## src/rtl/csa42_accum_if.sv

```systemverilog
// Beat-in / result-out handshake bundle for the carry-save accumulator.
interface csa42_accum_if #(
    parameter int WIDTH = 8,
    parameter int ACC_W = 16,
    parameter int CNT_W = 8
);
    logic             in_valid;
    logic             in_ready;
    logic             in_last;
    logic [WIDTH-1:0] in_a;
    logic [WIDTH-1:0] in_b;
    logic [WIDTH-1:0] in_c;
    logic [WIDTH-1:0] in_d;
    logic             out_valid;
    logic             out_ready;
    logic [ACC_W-1:0] out_sum;
    logic [CNT_W-1:0] out_count;

    modport master (
        output in_valid, in_last, in_a, in_b, in_c, in_d, out_ready,
        input  in_ready, out_valid, out_sum, out_count
    );

    modport slave (
        input  in_valid, in_last, in_a, in_b, in_c, in_d, out_ready,
        output in_ready, out_valid, out_sum, out_count
    );
endinterface

```

## src/rtl/csa42_accum.sv

```systemverilog
// Multi-beat carry-save accumulator built from two rows of 4:2 compressors,
// resolved with a single carry-propagate add at the end of each packet.
module csa42_accum #(
    parameter int WIDTH = 8,
    parameter int ACC_W = 16,
    parameter int CNT_W = 8
) (
    input  logic             clk,
    input  logic             rst_n,
    csa42_accum_if.slave     bus
);

    typedef enum logic [1:0] {
        ACCUM   = 2'd0,
        RESOLVE = 2'd1,
        OUT     = 2'd2
    } state_t;

    state_t           state;
    logic [ACC_W-1:0] acc_s;
    logic [ACC_W-1:0] acc_c;
    logic [CNT_W-1:0] cnt;
    logic [ACC_W-1:0] sum_q;
    logic [CNT_W-1:0] cnt_q;

    logic [ACC_W-1:0] ea, eb, ec, ed;
    logic [ACC_W-1:0] sa, ca;
    logic [ACC_W-1:0] ns, nc;

    // Returns {C, S}; MSB carries out of both adders are dropped (mod 2^ACC_W).
    function automatic logic [2*ACC_W-1:0] compress(
        input logic [ACC_W-1:0] x0,
        input logic [ACC_W-1:0] x1,
        input logic [ACC_W-1:0] x2,
        input logic [ACC_W-1:0] x3
    );
        logic [ACC_W-1:0] s;
        logic [ACC_W-1:0] c;
        logic             s1;
        logic             co;
        logic             ci;
        s  = '0;
        c  = '0;
        ci = 1'b0;
        for (int i = 0; i < ACC_W; i++) begin
            s1   = x0[i] ^ x1[i] ^ x2[i];
            co   = (x0[i] & x1[i]) | (x0[i] & x2[i]) | (x1[i] & x2[i]);
            s[i] = s1 ^ x3[i] ^ ci;
            if (i < ACC_W - 1)
                c[i+1] = (s1 & x3[i]) | (s1 & ci) | (x3[i] & ci);
            ci = co;
        end
        return {c, s};
    endfunction

    always_comb begin
        ea = {{(ACC_W-WIDTH){1'b0}}, bus.in_a};
        eb = {{(ACC_W-WIDTH){1'b0}}, bus.in_b};
        ec = {{(ACC_W-WIDTH){1'b0}}, bus.in_c};
        ed = {{(ACC_W-WIDTH){1'b0}}, bus.in_d};
        {ca, sa} = compress(ea, eb, ec, ed);
        {nc, ns} = compress(sa, ca, acc_s, acc_c);
    end

    always_ff @(posedge clk or negedge rst_n) begin
        if (!rst_n) begin
            state <= ACCUM;
            acc_s <= '0;
            acc_c <= '0;
            cnt   <= '0;
            sum_q <= '0;
            cnt_q <= '0;
        end else begin
            unique case (state)
                ACCUM: begin
                    if (bus.in_valid) begin
                        acc_s <= ns;
                        acc_c <= nc;
                        if (cnt != '1)
                            cnt <= cnt + 1'b1;
                        if (bus.in_last)
                            state <= RESOLVE;
                    end
                end
                RESOLVE: begin
                    sum_q <= acc_s + acc_c;
                    cnt_q <= cnt;
                    state <= OUT;
                end
                OUT: begin
                    if (bus.out_ready) begin
                        acc_s <= '0;
                        acc_c <= '0;
                        cnt   <= '0;
                        state <= ACCUM;
                    end
                end
                default: state <= ACCUM;
            endcase
        end
    end

    assign bus.in_ready  = (state == ACCUM);
    assign bus.out_valid = (state == OUT);
    assign bus.out_sum   = sum_q;
    assign bus.out_count = cnt_q;

endmodule
```

## src/flat_wrapper.sv

```systemverilog
// flat-port wrapper written by rule: the top's interface ports become plain ports
module csa42_accum_flat 
#(
    parameter int WIDTH = 8,
    parameter int ACC_W = 16,
    parameter int CNT_W = 8
)
  (clk, rst_n, bus_in_valid, bus_in_last, bus_in_a, bus_in_b, bus_in_c, bus_in_d, bus_out_ready, bus_in_ready, bus_out_valid, bus_out_sum, bus_out_count);
  csa42_accum_if #(.WIDTH(WIDTH), .ACC_W(ACC_W), .CNT_W(CNT_W)) bus_i ();
  input  logic clk;
  input  logic rst_n;
  input wire logic [$bits(bus_i.in_valid)-1:0] bus_in_valid;
  input wire logic [$bits(bus_i.in_last)-1:0] bus_in_last;
  input wire logic [$bits(bus_i.in_a)-1:0] bus_in_a;
  input wire logic [$bits(bus_i.in_b)-1:0] bus_in_b;
  input wire logic [$bits(bus_i.in_c)-1:0] bus_in_c;
  input wire logic [$bits(bus_i.in_d)-1:0] bus_in_d;
  input wire logic [$bits(bus_i.out_ready)-1:0] bus_out_ready;
  output wire logic [$bits(bus_i.in_ready)-1:0] bus_in_ready;
  output wire logic [$bits(bus_i.out_valid)-1:0] bus_out_valid;
  output wire logic [$bits(bus_i.out_sum)-1:0] bus_out_sum;
  output wire logic [$bits(bus_i.out_count)-1:0] bus_out_count;
  assign bus_i.in_valid = bus_in_valid;
  assign bus_i.in_last = bus_in_last;
  assign bus_i.in_a = bus_in_a;
  assign bus_i.in_b = bus_in_b;
  assign bus_i.in_c = bus_in_c;
  assign bus_i.in_d = bus_in_d;
  assign bus_i.out_ready = bus_out_ready;
  assign bus_in_ready = bus_i.in_ready;
  assign bus_out_valid = bus_i.out_valid;
  assign bus_out_sum = bus_i.out_sum;
  assign bus_out_count = bus_i.out_count;
  csa42_accum #(.WIDTH(WIDTH), .ACC_W(ACC_W), .CNT_W(CNT_W)) u_core (.clk(clk), .rst_n(rst_n), .bus(bus_i));
endmodule
```

## config.mk

```make
export PLATFORM = sky130hd
export DESIGN_NAME = csa42_accum_flat
export DESIGN_NICKNAME = d
export VERILOG_FILES = /design/src/rtl/csa42_accum_if.sv /design/src/rtl/csa42_accum.sv /design/src/flat_wrapper.sv
export SDC_FILE = /design/constraint.sdc
export NUM_CORES = 1
export LEC_CHECK = 0
export ABC_AREA = 1
export CAP_MARGIN = 20
export CORE_UTILIZATION = 29
export CTS_CLUSTER_DIAMETER = 60
export CTS_CLUSTER_SIZE = 25
export DETAILED_ROUTE_END_ITERATION = 7
export PLACE_DENSITY = 0.47
export REMOVE_ABC_BUFFERS = 1
export SETUP_SLACK_MARGIN = 0.3
export SLEW_MARGIN = 40
export SYNTH_ARGS = -nofsm -noshare
export SYNTH_HDL_FRONTEND = slang
export SYNTH_SLANG_ARGS = --single-unit
```

## constraint.sdc

```tcl
create_clock -name clk -period 2 [get_ports clk]
set_clock_uncertainty 0.15 [all_clocks]
set_input_delay 0.3 -clock clk [delete_from_list [all_inputs] [get_ports clk]]
set_output_delay 0.3 -clock clk [all_outputs]
set_load 0.05 [all_outputs]
```

# After elaboration in Yosys (flattened, before gate mapping)
# Index checks and enable logic that the tools add are counted.
dict set report classes {
  add_sub_neg 2
  n_eq_ne 7
  n_mux 13
  bitwise_logic 241
  reduce_logical 5
}
# operator n
set ops {}
lappend ops {{bitwise AND 1 bit} 104}
lappend ops {{bitwise XOR 1 bit} 73}
lappend ops {{OR 1 bit} 64}
lappend ops {{case mux 16 bit (2 select lines)} 2}
lappend ops {{2-to-1 mux 16 bit} 3}
lappend ops {{2-to-1 mux 8 bit} 3}
lappend ops {{adder 16 bit} 1}
lappend ops {{case mux 8 bit (2 select lines)} 1}
lappend ops {{adder 8 x 1 -> 8 bit (second input constant)} 1}
lappend ops {{!= test 8 bit (second input constant)} 1}
lappend ops {{2-to-1 mux 2 bit} 3}
lappend ops {{!= test 2 bit (second input constant)} 3}
lappend ops {{case mux 2 bit (3 select lines)} 1}
lappend ops {{AND reduction 3 bit} 2}
lappend ops {{AND reduction 4 bit} 1}
lappend ops {{== test 2 x 1 -> 1 bit (second input constant)} 1}
lappend ops {{== test 2 bit (second input constant)} 1}
lappend ops {{logical NOT 2 bit} 1}
lappend ops {{!= test 2 x 1 -> 1 bit (second input constant)} 1}
lappend ops {{nonzero test 2 bit} 1}
dict set report word_totals {
  reg_bits 66
  out_inout_bits 26
  wordCells 274
}

# Depth between registers and ports, before layout
dict set report depth {
  depth_word 14
  mapped_depth 11
  depth_no_buf 11
}

# Least setup slack after synthesis
# Ideal clock, no wire load.
dict set report synth_timing {
  path_kind {input-to-reg}
  start {input bus_in_c[3]}
  end {register u_core.acc_s[3]}
  setup_ps 126
  t_arrival_ps 2402
  path_slack_ps -678
  cell_stages 6
  path_cell_list {fa_1 > fa_1 > fa_1 > fa_1 > nand2_1 > o21ai_0}
}
dict set report synth_via {
  elab_chain_cells 9
}
# item line
set synth_lines {}
lappend synth_lines {{start, declared} flat_wrapper.sv:16} ;# input wire logic [$bits(bus_i.in_c)-1:0] bus_in_c;
lappend synth_lines {{bitwise XOR 1 bit} csa42_accum.sv:46} ;# s1 = x0[i] ^ x1[i] ^ x2[i];
lappend synth_lines {{bitwise XOR 1 bit (2 in series)} csa42_accum.sv:48} ;# s[i] = s1 ^ x3[i] ^ ci;
lappend synth_lines {{bitwise XOR 1 bit (2 in series)} csa42_accum.sv:46}
lappend synth_lines {{bitwise XOR 1 bit (2 in series)} csa42_accum.sv:48}
lappend synth_lines {{2-to-1 mux 16 bit} csa42_accum.sv:76} ;# if (bus.in_valid) begin
lappend synth_lines {{case mux 16 bit (2 select lines)} csa42_accum.sv:74} ;# unique case (state)
lappend synth_lines {{end signal, assigned} csa42_accum.sv:77} ;# acc_s <= ns;
lappend synth_lines {{end, declared} csa42_accum.sv:20} ;# logic [ACC_W-1:0] acc_s;
# No other way between the ends. The select of a mux whose other input is x is not followed.
# A chain may end at the register's enable or synchronous reset.

# Final worst setup path
dict set report layout_timing {
  start {input bus_in_a[7]}
  end {register u_core.acc_s[7]}
}
dict set report layout_via {
  elab_chain_cells 10
}
# item line
set layout_lines {}
lappend layout_lines {{start, declared} flat_wrapper.sv:14} ;# input wire logic [$bits(bus_i.in_a)-1:0] bus_in_a;
lappend layout_lines {{bitwise XOR 1 bit (2 in series)} csa42_accum.sv:46}
lappend layout_lines {{bitwise XOR 1 bit (2 in series)} csa42_accum.sv:48}
lappend layout_lines {{bitwise XOR 1 bit (2 in series)} csa42_accum.sv:46}
lappend layout_lines {{bitwise XOR 1 bit (2 in series)} csa42_accum.sv:48}
lappend layout_lines {{2-to-1 mux 16 bit} csa42_accum.sv:76}
lappend layout_lines {{case mux 16 bit (2 select lines)} csa42_accum.sv:74}
# No other way between the ends. The select of a mux whose other input is x is not followed.

==> metrics.csv <==
stage,metric,value,unit
run_status,status,"complete, but fails checks",
run_status,failing checks,setup timing,
place,port buffer count,62,
critical_path,Worst Reg-to-Reg Cells,5,
place,"Cell Area, Placed",0.00485,sq mm
pwr,combinational group share of total power,53.7,%
timing,setup violators final,17,
drt,vias per cell,4.46,
clock_network,clock buffer count from CTS,9,
critical_path,Crit. End Element,register,
cells_and_area,post-route cell area,0.00563,sq mm
drt,TritonRoute pass-1 iters,4,
die,Starting Density,29.9,%
cells_and_area,most frequent cells in the layout,"nand2_1 (136), dfrtp_1 (60), inv_1 (48)",
pwr,Clock power frac,19.3,%
critical_path,"most used cell, CP",fa_2,
critical_path,worst r2r src,u_core.acc_s[2]$_DFFE_PN0P_,
timing,Fin Hold WS,0.331,ns
critical_path,CP max stage delay,0.56,ns
clock_network,clk buf depth,2,
grt,All-Layer GR Usage,14.7,%
clock_network,TritonCTS sink count,64,
critical_path,CP max-delay cell,fa_2,
cells_and_area,"most common cell after layout, fill and taps aside",nand2_1,
pwr,Psw,3.32,mW
logic_synthesis,Synth Instances,464,
die,Site Rows,42,
pwr,Pint,4.41,mW
critical_path,CP Cell Sequence,buf_6 > fa_1 > fa_2 > fa_2 > fa_2 > nand2_1 > nand2_1,
die,overall die width,119,um
critical_path,Critical Path Start,bus_in_a[7],
die,die area,0.0143,sq mm
logic_synthesis,sequential share of the synthesized area,40.1,%
die,Ports,63,
logic_synthesis,Yosys cell types,27,
min_path,classification of the worst-slack hold path,register to register,
drt,wire per inst,12.9,um
cells_and_area,fin util,42.2,%
pwr,Power Density,1370,mW/mm^2
pwr,Flop pwr share,27.0,%
die,Core ar.,0.0133,sq mm
drt,DRC viols,0,
timing,fin crit period,2.42,ns
grt,global route total overflow,0,
drt,routed vias,3278,
grt,global-route wire length before repair,16500,um
pwr,Lkg Pwr,2.69,nW
die,Chip Height,119,um
cells_and_area,Fill cells,1329,
drt,DRT antenna net count,0,
cells_and_area,ANT cells,0,
timing,"Slew Viols, Final",0,
critical_path,Crit Path Max Fanout,1,
cells_and_area,share of post-route cells with drive strength above 1,33.3,%
clock_network,clock root cell,clkbuf_16,
drt,1st-iter DRT viols,175,
drt,final WL,9470,um
clock_network,H-tree depth,3,
grt,pin count of the biggest net entering global routing,65,
critical_path,FF-to-FF setup slack,0.05,ns
critical_path,critical path startpoint category,input port,
critical_path,Worst Path Required,2.07,ns
grt,number of antenna violations at the first check in global routing,0,
critical_path,Reg-to-Reg End,u_core.acc_s[2]$_DFFE_PN0P_,
place,hpwl dp,6860,um
timing,Tightest Pin Transition,0.493,ns
timing,RSZ-0062 raised after global routing,true,
cells_and_area,Finished Layout Cells,735,
timing,fmax,0.414,GHz
timing,part of the cycle the worst path needs,121,%
timing,worst setup margin,-0.418,ns
logic_synthesis,warnings from Yosys,0,
clock_network,Worst-path clk slew,0.06,ns
clock_network,"Clk Latency, worst-skew pair",0.33,ns
timing,Worst slew margin,67.3,%
cells_and_area,nets,640,
critical_path,Crit Path Category,input port to register,
pwr,Peak supply drop,0.000697,V
place,RePlAce Congestion,0.839,
clock_network,CTS tree,done,
critical_path,Worst Setup EP,u_core.acc_s[7]$_DFFE_PN0P_,
timing,Fin. Hold Viols,0,
logic_synthesis,Syn Area/Cell,8.62,sq um
logic_synthesis,synthesized flop and latch total,64,
logic_synthesis,Post-Syn Area,0.00400,sq mm
cells_and_area,Area growth syn-to-layout,40.9,%
critical_path,worst path arrival time,2.49,ns
timing,Final TNS setup,-4.84,ns
place,dpl cells,706,
pwr,switching share of power,42.9,%
run,max cap viols,0,
grt,vias in the first global route,3389,
kinds of logic (layout without fill, tap and decap cells):
family | after synthesis | count (layout) | share of synthesized area (%)
DFF | 64 | 64 | 40.1
AOI/OAI and AO/OA | 49 | 49 | 6.76
xor gates and xnor gates | 6 | 6 | 1.31
buffers and inverters | 66 | 161 | 6.57
and+or+nand+nor | 230 | 230 | 23.9
adders and majority gates | 49 | 49 | 21.3
worst min-delay path by stage:
stage,startpoint,to,slack (ns),depth (start not counted)
finish,u_core.bus.out_count[7]$_DFFE_PN0N_,u_core.bus.out_count[7]$_DFFE_PN0N_,0.33,2
global route,u_core.bus.out_sum[8]$_DFFE_PN0N_,u_core.bus.out_sum[8]$_DFFE_PN0N_,0.36,2
CTS,u_core.bus.out_count[2]$_DFFE_PN0N_,u_core.bus.out_count[2]$_DFFE_PN0N_,0.33,2
detailed placement,rst_n,u_core.bus.out_sum[0]$_DFFE_PN0N_,0.20,2
global placement,rst_n,u_core.bus.out_sum[1]$_DFFE_PN0N_,0.20,2
floorplan,rst_n,u_core.acc_c[10]$_DFFE_PN0P_,-0.15,0
layout make-up:
| class | instances | area [sq um] | share of cell area (%) |
|---|---|---|---|
| Clock inverter | 4 | 28.8 | 0.511 |
| Timing Repair Buffer | 91 | 751 | 13.3 |
| Tap cell | 176 | 220 | 3.91 |
| Inverter | 54 | 205 | 3.64 |
| Sequential cell | 64 | 1610 | 28.5 |
| Multi-Input combinational cell | 334 | 2560 | 45.5 |
| Clock buffer | 12 | 256 | 4.55 |
cells in the mapped netlist:
cell type  number  share of area (%)
a21oi_1         8                1.0
a31oi_1         1               0.16
buf_1           1              0.094
buf_2           6               0.75
buf_6           1               0.28
clkbuf_1        4               0.38
clkinv_1        2               0.19
dfrtp_1        64                 40
fa_1           32                 16
ha_1           17                5.3
inv_1          52                4.9
nand2_1       152                 14
nand2_2         3               0.47
nand3_1        46                5.8
nand3b_1        1               0.19
nand4_1         4               0.63
nor2_1         20                1.9
nor2_2          2               0.31
nor2_4          1               0.28
o21ai_0        34                4.3
o21ai_1         1               0.13
o21ai_2         3               0.66
o21ai_4         1               0.41
o22ai_1         1               0.16
or2_2           1               0.16
xnor2_1         4               0.88
xor2_1          2               0.44
per-layer routing:
layer	routed length, um	part of all wire, %	up-vias	track usage, %
met5	0	0	-	0
met4	93	0.98	0	3.75
met3	345	3.6	6	3.74
met2	4490	47	56	24.3
met1	4540	48	1569	19.3
li1	-	-	1647	-
worst max-delay path: cells and delay by family:
family,cells,cell delay [ns]
adders and majority gates,4,1.98
and+or+nand+nor,2,0.12
buffers and inverters,1,0.09
sequential cells by signal, summed over array words and instances, names as in the netlist:
| register | flops |
|---|---|
| u_core.bus.out_count | 8 |
| u_core.state | 2 |
| u_core.acc_c | 14 |
| u_core.acc_s | 16 |
| u_core.bus.out_sum | 16 |
| u_core.cnt | 8 |
timing repair:
action	4_1_cts	5_1_grt
setup buffers	5	7
hold buffers	1	0
gates cloned	0	0
setup endpoints to repair	42	40
endpoints found under the hold margin	64	0
resized for setup	163	57
pin swaps	57	25
power by group through the flow:
| stage | clock network [mW] | logic (mW) | registers (mW) |
|---|---|---|---|
| global route | 1.60 | 4.64 | 2.14 |
| finish | 1.49 | 4.15 | 2.08 |
| global placement | 0 | 3.30 | 2.01 |
| detailed placement | 0 | 3.34 | 2.02 |
| floorplan | 0 | 1.78 | 2.50 |
| CTS | 1.55 | 3.77 | 2.07 |
metrics by stage:
step | power, mW | worst slack [ns]
final | 7.73 | -0.418
after global routing | 8.39 | -0.472
after CTS | 7.39 | -0.406
after detailed placement | 5.36 | -1.18
after global placement | 5.31 | -1.16
after floorplan | 4.28 | -0.696
Note: power is estimated with default switching activity, not from simulation.
